===== src/rtl/inputc.sv =====
// Router input channel: a small flit FIFO, XY route computation and a
// two-state packet FSM that requests the switch and returns credits upstream.
module inputc #(
  parameter int PORT_N = 5,
  parameter int DATA_W = 32,
  parameter int XY_W   = 2,
  parameter int DEPTH  = 4
) (
  input  logic              clk,
  input  logic              rst_n,
  input  logic [DATA_W+2:0] inputc_i,
  output logic              inputc_o,
  input  logic              wire_i,
  output logic [DATA_W+2:0] wire_o,
  output logic [PORT_N-1:0] port_o,
  output logic              req_o,
  input  logic [XY_W-1:0]   my_xpos,
  input  logic [XY_W-1:0]   my_ypos
);

  localparam int FLIT_W = DATA_W + 2;
  localparam int PTR_W  = (DEPTH > 1) ? $clog2(DEPTH) : 1;
  localparam int CNT_W  = $clog2(DEPTH + 1);

  localparam int P_LOCAL = 0;
  localparam int P_NORTH = 1;
  localparam int P_EAST  = 2;
  localparam int P_SOUTH = 3;
  localparam int P_WEST  = 4;

  localparam logic [1:0] FT_HEAD  = 2'b00;
  localparam logic [1:0] FT_TAIL  = 2'b10;
  localparam logic [1:0] FT_HTAIL = 2'b11;

  localparam logic [0:0] IDLE   = 1'b0;
  localparam logic [0:0] ACTIVE = 1'b1;

  logic [FLIT_W-1:0] mem [DEPTH];
  logic [PTR_W-1:0]  wr_ptr_q, rd_ptr_q;
  logic [CNT_W-1:0]  count_q;
  logic [0:0]        state_q;
  logic [PORT_N-1:0] route_q;
  logic [PORT_N-1:0] route_comb;

  logic              in_valid;
  logic              empty, full;
  logic [FLIT_W-1:0] front;
  logic [1:0]        front_ftype;
  logic              front_is_head;
  logic [XY_W-1:0]   dst_x, dst_y;
  logic              grant, discard, deq, wr_en;

  assign in_valid      = inputc_i[DATA_W+2];
  assign empty         = (count_q == '0);
  assign full          = (count_q == CNT_W'(DEPTH));
  assign front         = mem[rd_ptr_q];
  assign front_ftype   = front[FLIT_W-1:DATA_W];
  assign front_is_head = (front_ftype == FT_HEAD) || (front_ftype == FT_HTAIL);
  assign dst_x         = front[XY_W-1:0];
  assign dst_y         = front[2*XY_W-1:XY_W];

  // X is resolved before Y, so a packet only turns once on its way.
  always_comb begin
    route_comb = '0;
    if (dst_x > my_xpos)      route_comb[P_EAST]  = 1'b1;
    else if (dst_x < my_xpos) route_comb[P_WEST]  = 1'b1;
    else if (dst_y > my_ypos) route_comb[P_NORTH] = 1'b1;
    else if (dst_y < my_ypos) route_comb[P_SOUTH] = 1'b1;
    else                      route_comb[P_LOCAL] = 1'b1;
  end

  always_comb begin
    port_o = '0;
    if (state_q == ACTIVE)              port_o = route_q;
    else if (!empty && front_is_head)   port_o = route_comb;
  end

  assign req_o   = !empty && (port_o != '0);
  assign grant   = req_o && wire_i;
  // A stray body/tail flit with no open packet is dropped but still credited.
  assign discard = (state_q == IDLE) && !empty && !front_is_head;
  assign deq     = grant || discard;
  assign wr_en   = in_valid && (!full || deq);
  assign wire_o  = grant ? {1'b1, front} : '0;

  always_ff @(posedge clk) begin
    if (wr_en) mem[wr_ptr_q] <= inputc_i[FLIT_W-1:0];
  end

  always_ff @(posedge clk or negedge rst_n) begin
    if (!rst_n) begin
      wr_ptr_q <= '0;
      rd_ptr_q <= '0;
      count_q  <= '0;
      inputc_o <= 1'b0;
    end else begin
      if (wr_en)
        wr_ptr_q <= (wr_ptr_q == PTR_W'(DEPTH - 1)) ? '0 : wr_ptr_q + 1'b1;
      if (deq)
        rd_ptr_q <= (rd_ptr_q == PTR_W'(DEPTH - 1)) ? '0 : rd_ptr_q + 1'b1;
      count_q  <= count_q + CNT_W'(wr_en) - CNT_W'(deq);
      inputc_o <= deq;
    end
  end

  // Head-tail flits are single-flit packets, so they never open a packet.
  always_ff @(posedge clk or negedge rst_n) begin
    if (!rst_n) begin
      state_q <= IDLE;
      route_q <= '0;
    end else if (grant) begin
      if (state_q == IDLE && front_ftype == FT_HEAD) begin
        state_q <= ACTIVE;
        route_q <= route_comb;
      end else if (state_q == ACTIVE && front_ftype == FT_TAIL) begin
        state_q <= IDLE;
      end
    end
  end

endmodule


===== config.mk =====
export PLATFORM = sky130hd
export DESIGN_NAME = inputc
export DESIGN_NICKNAME = d
export VERILOG_FILES = /design/src/rtl/inputc.sv
export SDC_FILE = /design/constraint.sdc
export NUM_CORES = 1
export LEC_CHECK = 0
export BUFFER_PORTS_ARGS = -buffer_cell sky130_fd_sc_hd__buf_2
export CAP_MARGIN = 0
export CORE_MARGIN = 4
export CORE_UTILIZATION = 55
export CTS_CLUSTER_DIAMETER = 30
export DETAILED_ROUTE_END_ITERATION = 12
export PLACE_DENSITY_LB_ADDON = 0.05
export SLEW_MARGIN = 10
export SYNTH_ARGS = -nofsm -noshare
export SYNTH_HDL_FRONTEND = slang
export SYNTH_SLANG_ARGS = --single-unit

===== constraint.sdc =====
create_clock -name clk -period 4 [get_ports clk]
set_input_delay 0 -clock clk [delete_from_list [all_inputs] [get_ports clk]]
set_output_delay 0 -clock clk [all_outputs]
set_load 0.01 [all_outputs]

# [Word level (Yosys, flattened, before mapping)]
# Memories as Yosys holds them, arrays and structs flattened.
# Index checks and enable logic that the tools add are counted.
[op_classes] bitwise=1 n_reduce_logical=20 magnitude_cmp=4 eq_ne=5 mux=20 addsub=4
[ops] operator="$mux W35" n=1
[ops] operator="$mux W1" n=12
[ops] operator="$mux W2" n=5
[ops] operator="$mux W5" n=2
[ops] operator="$eq A2 B2 Y1 const B" n=4
[ops] operator="$logic_and A1 B1 Y1" n=8
[ops] operator="$reduce_bool A5 Y1" n=1
[ops] operator="$add A2 B1 Y2 const B" n=2
[ops] operator="$gt A2 B2 Y1" n=2
[ops] operator="$lt A2 B2 Y1" n=2
[ops] operator="$reduce_and A2 Y1" n=2
[ops] operator="$add A3 B1 Y3" n=1
[ops] operator="$eq A3 B3 Y1 const B" n=1
[ops] operator="$logic_not A1 Y1" n=3
[ops] operator="$logic_not A3 Y1" n=1
[ops] operator="$logic_or A1 B1 Y1" n=3
[ops] operator="$sub A3 B1 Y3" n=1
[ops] operator="$logic_not A2 Y1" n=1
[ops] operator="$reduce_bool A2 Y1" n=1
[ops] operator="$not A1 Y1" n=1
[totals] reg_bits=14 word_cells=61 in_bits=42 mem_bits_rw=136 memories=1 output_inout_bits=42
[mem_list] memory="mem" depth=4 word_bits=34 read_ports=1 rd_clocked_by_memory_dff=0 wr=1 line_no="38" rtl="logic [FLIT_W-1:0] mem [DEPTH];"

# [Longest topological paths before layout]
# An unclocked memory read counts as a cell.
[depth] ltp_word=16 depth_mapped=13 ltp_nobuf=11

# [Worst setup path after synthesis]
# Ideal clock, no wire load.
[synth_timing] path_kind="register to register" startpoint="reg rd_ptr_q[0]" endpoint="mem mem[0][0] (netlist name), enable pin" arrival_ns=2.861 required_ns=3.606 synth_period_minus_slack_ns=3.255 stages_incl_launch_ff=9 n_path_buf=2 slack_ns=0.745 setup_ns=0.394 cell_sequence="dfrtp_1 -> buf_4 -> buf_2 -> mux4_2 -> inv_1 -> ha_1 -> nor2b_1 -> o31a_1 -> and2_1"
[synth_between] elab_chain_len=16 word_cells_on_any_way=32 cone_classes="order compare: 4; eq/ne: 1; mux: 15; reduce/logical: 11; memory: 1"
[synth_lines] item="start, declared" line_no="39" rtl="logic [PTR_W-1:0] wr_ptr_q, rd_ptr_q;"
[synth_lines] item="start signal, assigned" line_no="100" rtl="rd_ptr_q <= (rd_ptr_q == PTR_W'(DEPTH - 1)) ? '0 : rd_ptr_q + 1'b1;"
[synth_lines] item="$mem_v2 Z4 W34 (*)"
[synth_lines] item="$lt A2 B2 Y1" line_no="68" rtl="else if (dst_y < my_ypos) route_comb[P_SOUTH] = 1'b1;"
[synth_lines] item="$mux W1" line_no="68"
[synth_lines] item="$mux W1" line_no="67" rtl="else if (dst_y > my_ypos) route_comb[P_NORTH] = 1'b1;"
[synth_lines] item="$mux W2 or $mux W1 (tied branches)" line_no="66" rtl="else if (dst_x < my_xpos) route_comb[P_WEST] = 1'b1;"
[synth_lines] item="$mux W2" line_no="65" rtl="if (dst_x > my_xpos) route_comb[P_EAST] = 1'b1;"
[synth_lines] item="$mux W5" line_no="75" rtl="else if (!empty && front_is_head) port_o = route_comb;"
[synth_lines] item="$mux W5" line_no="74" rtl="if (state_q == ACTIVE) port_o = route_q;"
[synth_lines] item="$reduce_bool A5 Y1" line_no="78" rtl="assign req_o = !empty && (port_o != '0);"
[synth_lines] item="$logic_and A1 B1 Y1" line_no="78"
[synth_lines] item="$logic_and A1 B1 Y1" line_no="79" rtl="assign grant = req_o && wire_i;"
[synth_lines] item="$logic_or A1 B1 Y1 (*)" line_no="82" rtl="assign deq = grant || discard;"
[synth_lines] item="$logic_or A1 B1 Y1 (*)" line_no="83" rtl="assign wr_en = in_valid && (!full || deq);"
[synth_lines] item="$logic_and A1 B1 Y1 (*)" line_no="83"
[synth_lines] item="$mux W1 (*)" line_no="87" rtl="if (wr_en) mem[wr_ptr_q] <= inputc_i[FLIT_W-1:0];"
[synth_lines] item="$mux W1 (implied by the code) (*)" line_no="87"
[synth_lines] item="end, declared" line_no="38"
# Every way passes the cells marked *; elsewhere a longest branch is shown, timed or not.

# [Final worst setup path]
[layout_timing] startpoint="reg rd_ptr_q[0]" endpoint="out wire_o[16]"
[layout_between] elab_chain_len=12 word_cells_on_any_way=26 cone_classes="order compare: 4; eq/ne: 1; mux: 14; reduce/logical: 6; memory: 1"
[layout_lines] item="$mem_v2 Z4 W34 (*)"
[layout_lines] item="$lt A2 B2 Y1" line_no="68"
[layout_lines] item="$mux W1" line_no="68"
[layout_lines] item="$mux W1" line_no="67"
[layout_lines] item="$mux W2 or $mux W1 (tied branches)" line_no="66"
[layout_lines] item="$mux W2" line_no="65"
[layout_lines] item="$mux W5" line_no="75"
[layout_lines] item="$mux W5" line_no="74"
[layout_lines] item="$reduce_bool A5 Y1" line_no="78"
[layout_lines] item="$logic_and A1 B1 Y1" line_no="78"
[layout_lines] item="$logic_and A1 B1 Y1" line_no="79"
[layout_lines] item="$mux W35 (*)" line_no="84" rtl="assign wire_o = grant ? {1'b1, front} : '0;"
[layout_lines] item="end, declared" line_no="14" rtl="output logic [DATA_W+2:0] wire_o,"
# Marked as above.

==> impl_metrics.json <==
{
  "cts_setup_buffers": 0,
  "slowest_delay_ns": 0.58,
  "n_antenna_cell": 0,
  "slew_violations": 0,
  "cts-htree-levels": 4,
  "syn_area_per_cell_um2": 19.3,
  "hold_class": "primary input to flip-flop",
  "crit_top_cell": "nor2b_1",
  "clkTransAtPathRegs_ns": 0.06,
  "status": "finished clean",
  "cp-start-kind": "flip-flop",
  "dieArea_um2": 12900,
  "ctsResizeCount": 0,
  "portBuffers": 83,
  "critPathSlowestCell": "nand2b_2",
  "first_pass_iters": 5,
  "grt_usage": 0.193,
  "cts_sinks": 150,
  "ys_seq_area_frac": 0.723,
  "grt_setup_unrepaired": "no",
  "layout_commonest_cell": "edfxtp_1",
  "num_vias": 3217,
  "path_cells": "mux4_2 > inv_1 > ha_1 > nor2b_1 > nand2b_2 > nor2b_1 > buf_2",
  "period_needed_ns": 3.13,
  "cts_tree": "yes",
  "vias_per_cell": 5.36,
  "syn_inst": 317,
  "met2_wirelength_um": 5750,
  "insertion_delay_ns": 0.52,
  "core.rowCount": 38,
  "cp_max_fo": 35,
  "synth.net_count": 373,
  "drt-wirelength-per-cell_um": 18.6,
  "yosys_warnings": 0,
  "postPlaceCellArea_um2": 6690,
  "io_pins": 84,
  "final_cell_mix": "136 x edfxtp_1, 83 x buf_2, 38 x dlygate4sd3_1",
  "fin_skew_ns": 0.00769,
  "die_x_um": 114,
  "drtIter0Drc": 201,
  "drive_gt1_frac": 0.374,
  "period_share": 0.782,
  "fillCellCount": 691,
  "wl_met1_um": 4740,
  "drc": 0,
  "crit_arrival_ns": 3.13,
  "netlist_area_um2": 6130,
  "critical_path_required_ns": 4.00,
  "critPathTopFamily": "simple AND/OR/NAND/NOR gates",
  "routed_wl_um": 11200,
  "place_hpwl_um": 6330,
  "top_layer": "met4",
  "routabilityCongestion": 0.733,
  "core_um2": 10900,
  "ant_nets": 0,
  "grt_pass1_vias": 3497,
  "area_delta_synth_final_pct": 26.2,
  "fin_tns_setup_ns": 0,
  "ys_ff_latch": 150,
  "cts_buffers": 17,
  "p_leak_nw": 2.94,
  "setup_violations": 0,
  "stdcell_area_um2": 7740,
  "wl_met3_um": 539,
  "tightest_slew_ns": 0.969,
  "max_freq_mhz": 320,
  "grt_pass1_wl_um": 18300,
  "yosysUniqueCellTypes": 33,
  "clockBufferDepth": 2,
  "start_util": 0.563,
  "cts_root_buffer": "clkbuf_8",
  "worstSetupPathType": "flip-flop to output pin",
  "antenna_found_initial": 0,
  "drv_cap": 0,
  "grt_max_degree": 36,
  "end_kind": "output pin",
  "dieHeight_um": 114,
  "hold_viol": 0,
  "final_net_count": 503,
  "slew-limit-headroom": 0.354,
  "powerDensity_nw_per_um2": 773,
  "ir_drop_mv": 0.510,
  "critPathBufInv": 2,
  "rrSetupSlack_ns": 1.08,
  "gr-total-overflow": 0
}
## through the flow
stage                     hold WS (ns)  instances   util  power [W]  setup slack (ns)
final                           0.0959        600  0.711    0.00598             0.871
after global routing             0.107        600  0.711    0.00636             0.569
after CTS                       0.0676        600  0.711    0.00607             0.796
after detailed placement       -0.0778        530  0.614    0.00426              1.02
after global placement         -0.0783        530  0.614    0.00423              1.04
after floorplan                 -0.296        317      -    0.00366             0.745
## logic make-up after synthesis
group                    Yosys count  share of synthesized area
AND/OR/NAND/NOR                   58                     0.0561
flip-flops                       150                      0.723
multiplexers                      44                      0.144
buffers and inverters             32                     0.0229
XOR/XNOR                           2                    0.00286
AO/OA/AOI/OAI                     17                     0.0210
adder cells (fa/ha/maj)           14                     0.0298
## cell usage after synthesis, drive strengths merged
| master | count | area share |
|---|---|---|
| inv | 18 | 0.011 |
| a22o | 5 | 0.0071 |
| xnor2 | 1 | 0.0014 |
| a211oi | 1 | 0.0012 |
| nor4b | 1 | 0.0014 |
| edfxtp | 136 | 0.67 |
| clkbuf | 7 | 0.0043 |
| buf | 7 | 0.0075 |
| and2 | 4 | 0.0041 |
| fa | 1 | 0.0033 |
| and2b | 2 | 0.0024 |
| mux2 | 10 | 0.021 |
| o31a | 2 | 0.0029 |
| o21ai | 2 | 0.0016 |
| or4b | 1 | 0.0016 |
| nor2 | 11 | 0.0067 |
| mux4 | 33 | 0.12 |
| nand2 | 5 | 0.0031 |
| ha | 13 | 0.027 |
| nor2b | 29 | 0.030 |
| nor3 | 2 | 0.0016 |
| o2111ai | 1 | 0.0014 |
| a21oi | 4 | 0.0033 |
| o31ai | 1 | 0.0020 |
| mux2i | 1 | 0.0016 |
| nand2b | 2 | 0.0020 |
| dfrtp | 14 | 0.057 |
| a21o | 1 | 0.0014 |
| nor4 | 1 | 0.0035 |
| xor2 | 1 | 0.0014 |
## layout make-up
type                       count  area (µm²)  share of cell area
clock buffer                  17         414              0.0535
clock inverter                15         253              0.0327
inverter                      18        67.6             0.00873
multi-input combinational    135        1570               0.202
sequential                   150        4440               0.573
tap                          140         175              0.0226
timing repair buffer         125         826               0.107
## sequential cells by signal (all words and copies together), names as in the netlist
name,cells
rd_ptr_q,2
wr_ptr_q,2
count_q,3
route_q,5
inputc_o,1
state_q,1
mem,136
## worst reg2reg max path: cells and delay by family, from the launching register on
| kind | cells | cell delay (ns) |
|---|---|---|
| adders and majority gates | 1 | 0.19 |
| buffers and inverters | 1 | 0.12 |
| and+or+nand+nor | 2 | 1.03 |
| DFF | 1 | 0.40 |
| muxes | 1 | 0.50 |
| AOI/OAI and AO/OA | 1 | 0.29 |
## timing repair
action,4_1_cts,5_1_grt
endpoints found under the setup margin,0,0
hold buffers,38,0
endpoints found under the hold margin,154,0
## routing by layer
| layer | track usage | vias to the layer above |
|---|---|---|
| li1 | - | 1494 |
| met1 | 0.247 | 1619 |
| met2 | 0.317 | 90 |
| met3 | 0.0531 | 14 |
| met4 | 0.0737 | 0 |
| met5 | 0 | - |
## power by group
group	leakage, nW	total [W]	internal (W)	switching (W)
clock	0.318	0.00177	0.00114	0.000622
combinational	1.20	0.00197	0.000927	0.00105
sequential	1.42	0.00224	0.00211	0.000137
total	2.94	0.00598	0.00418	0.00181
## path summary, 6_finish.rpt
kind	from	to	depth (start not counted)
max	rd_ptr_q[0]	wire_o[16]	7
min	my_ypos[0]	route_q[1]	4
max reg2reg	rd_ptr_q[0]	mem[0][30]	6
min reg2reg	route_q[0]	route_q[0]	1
max in group asynchronous	rst_n	rd_ptr_q[0]	3
min in group asynchronous	rst_n	route_q[1]	3
(Power assumes the default switching activity.)
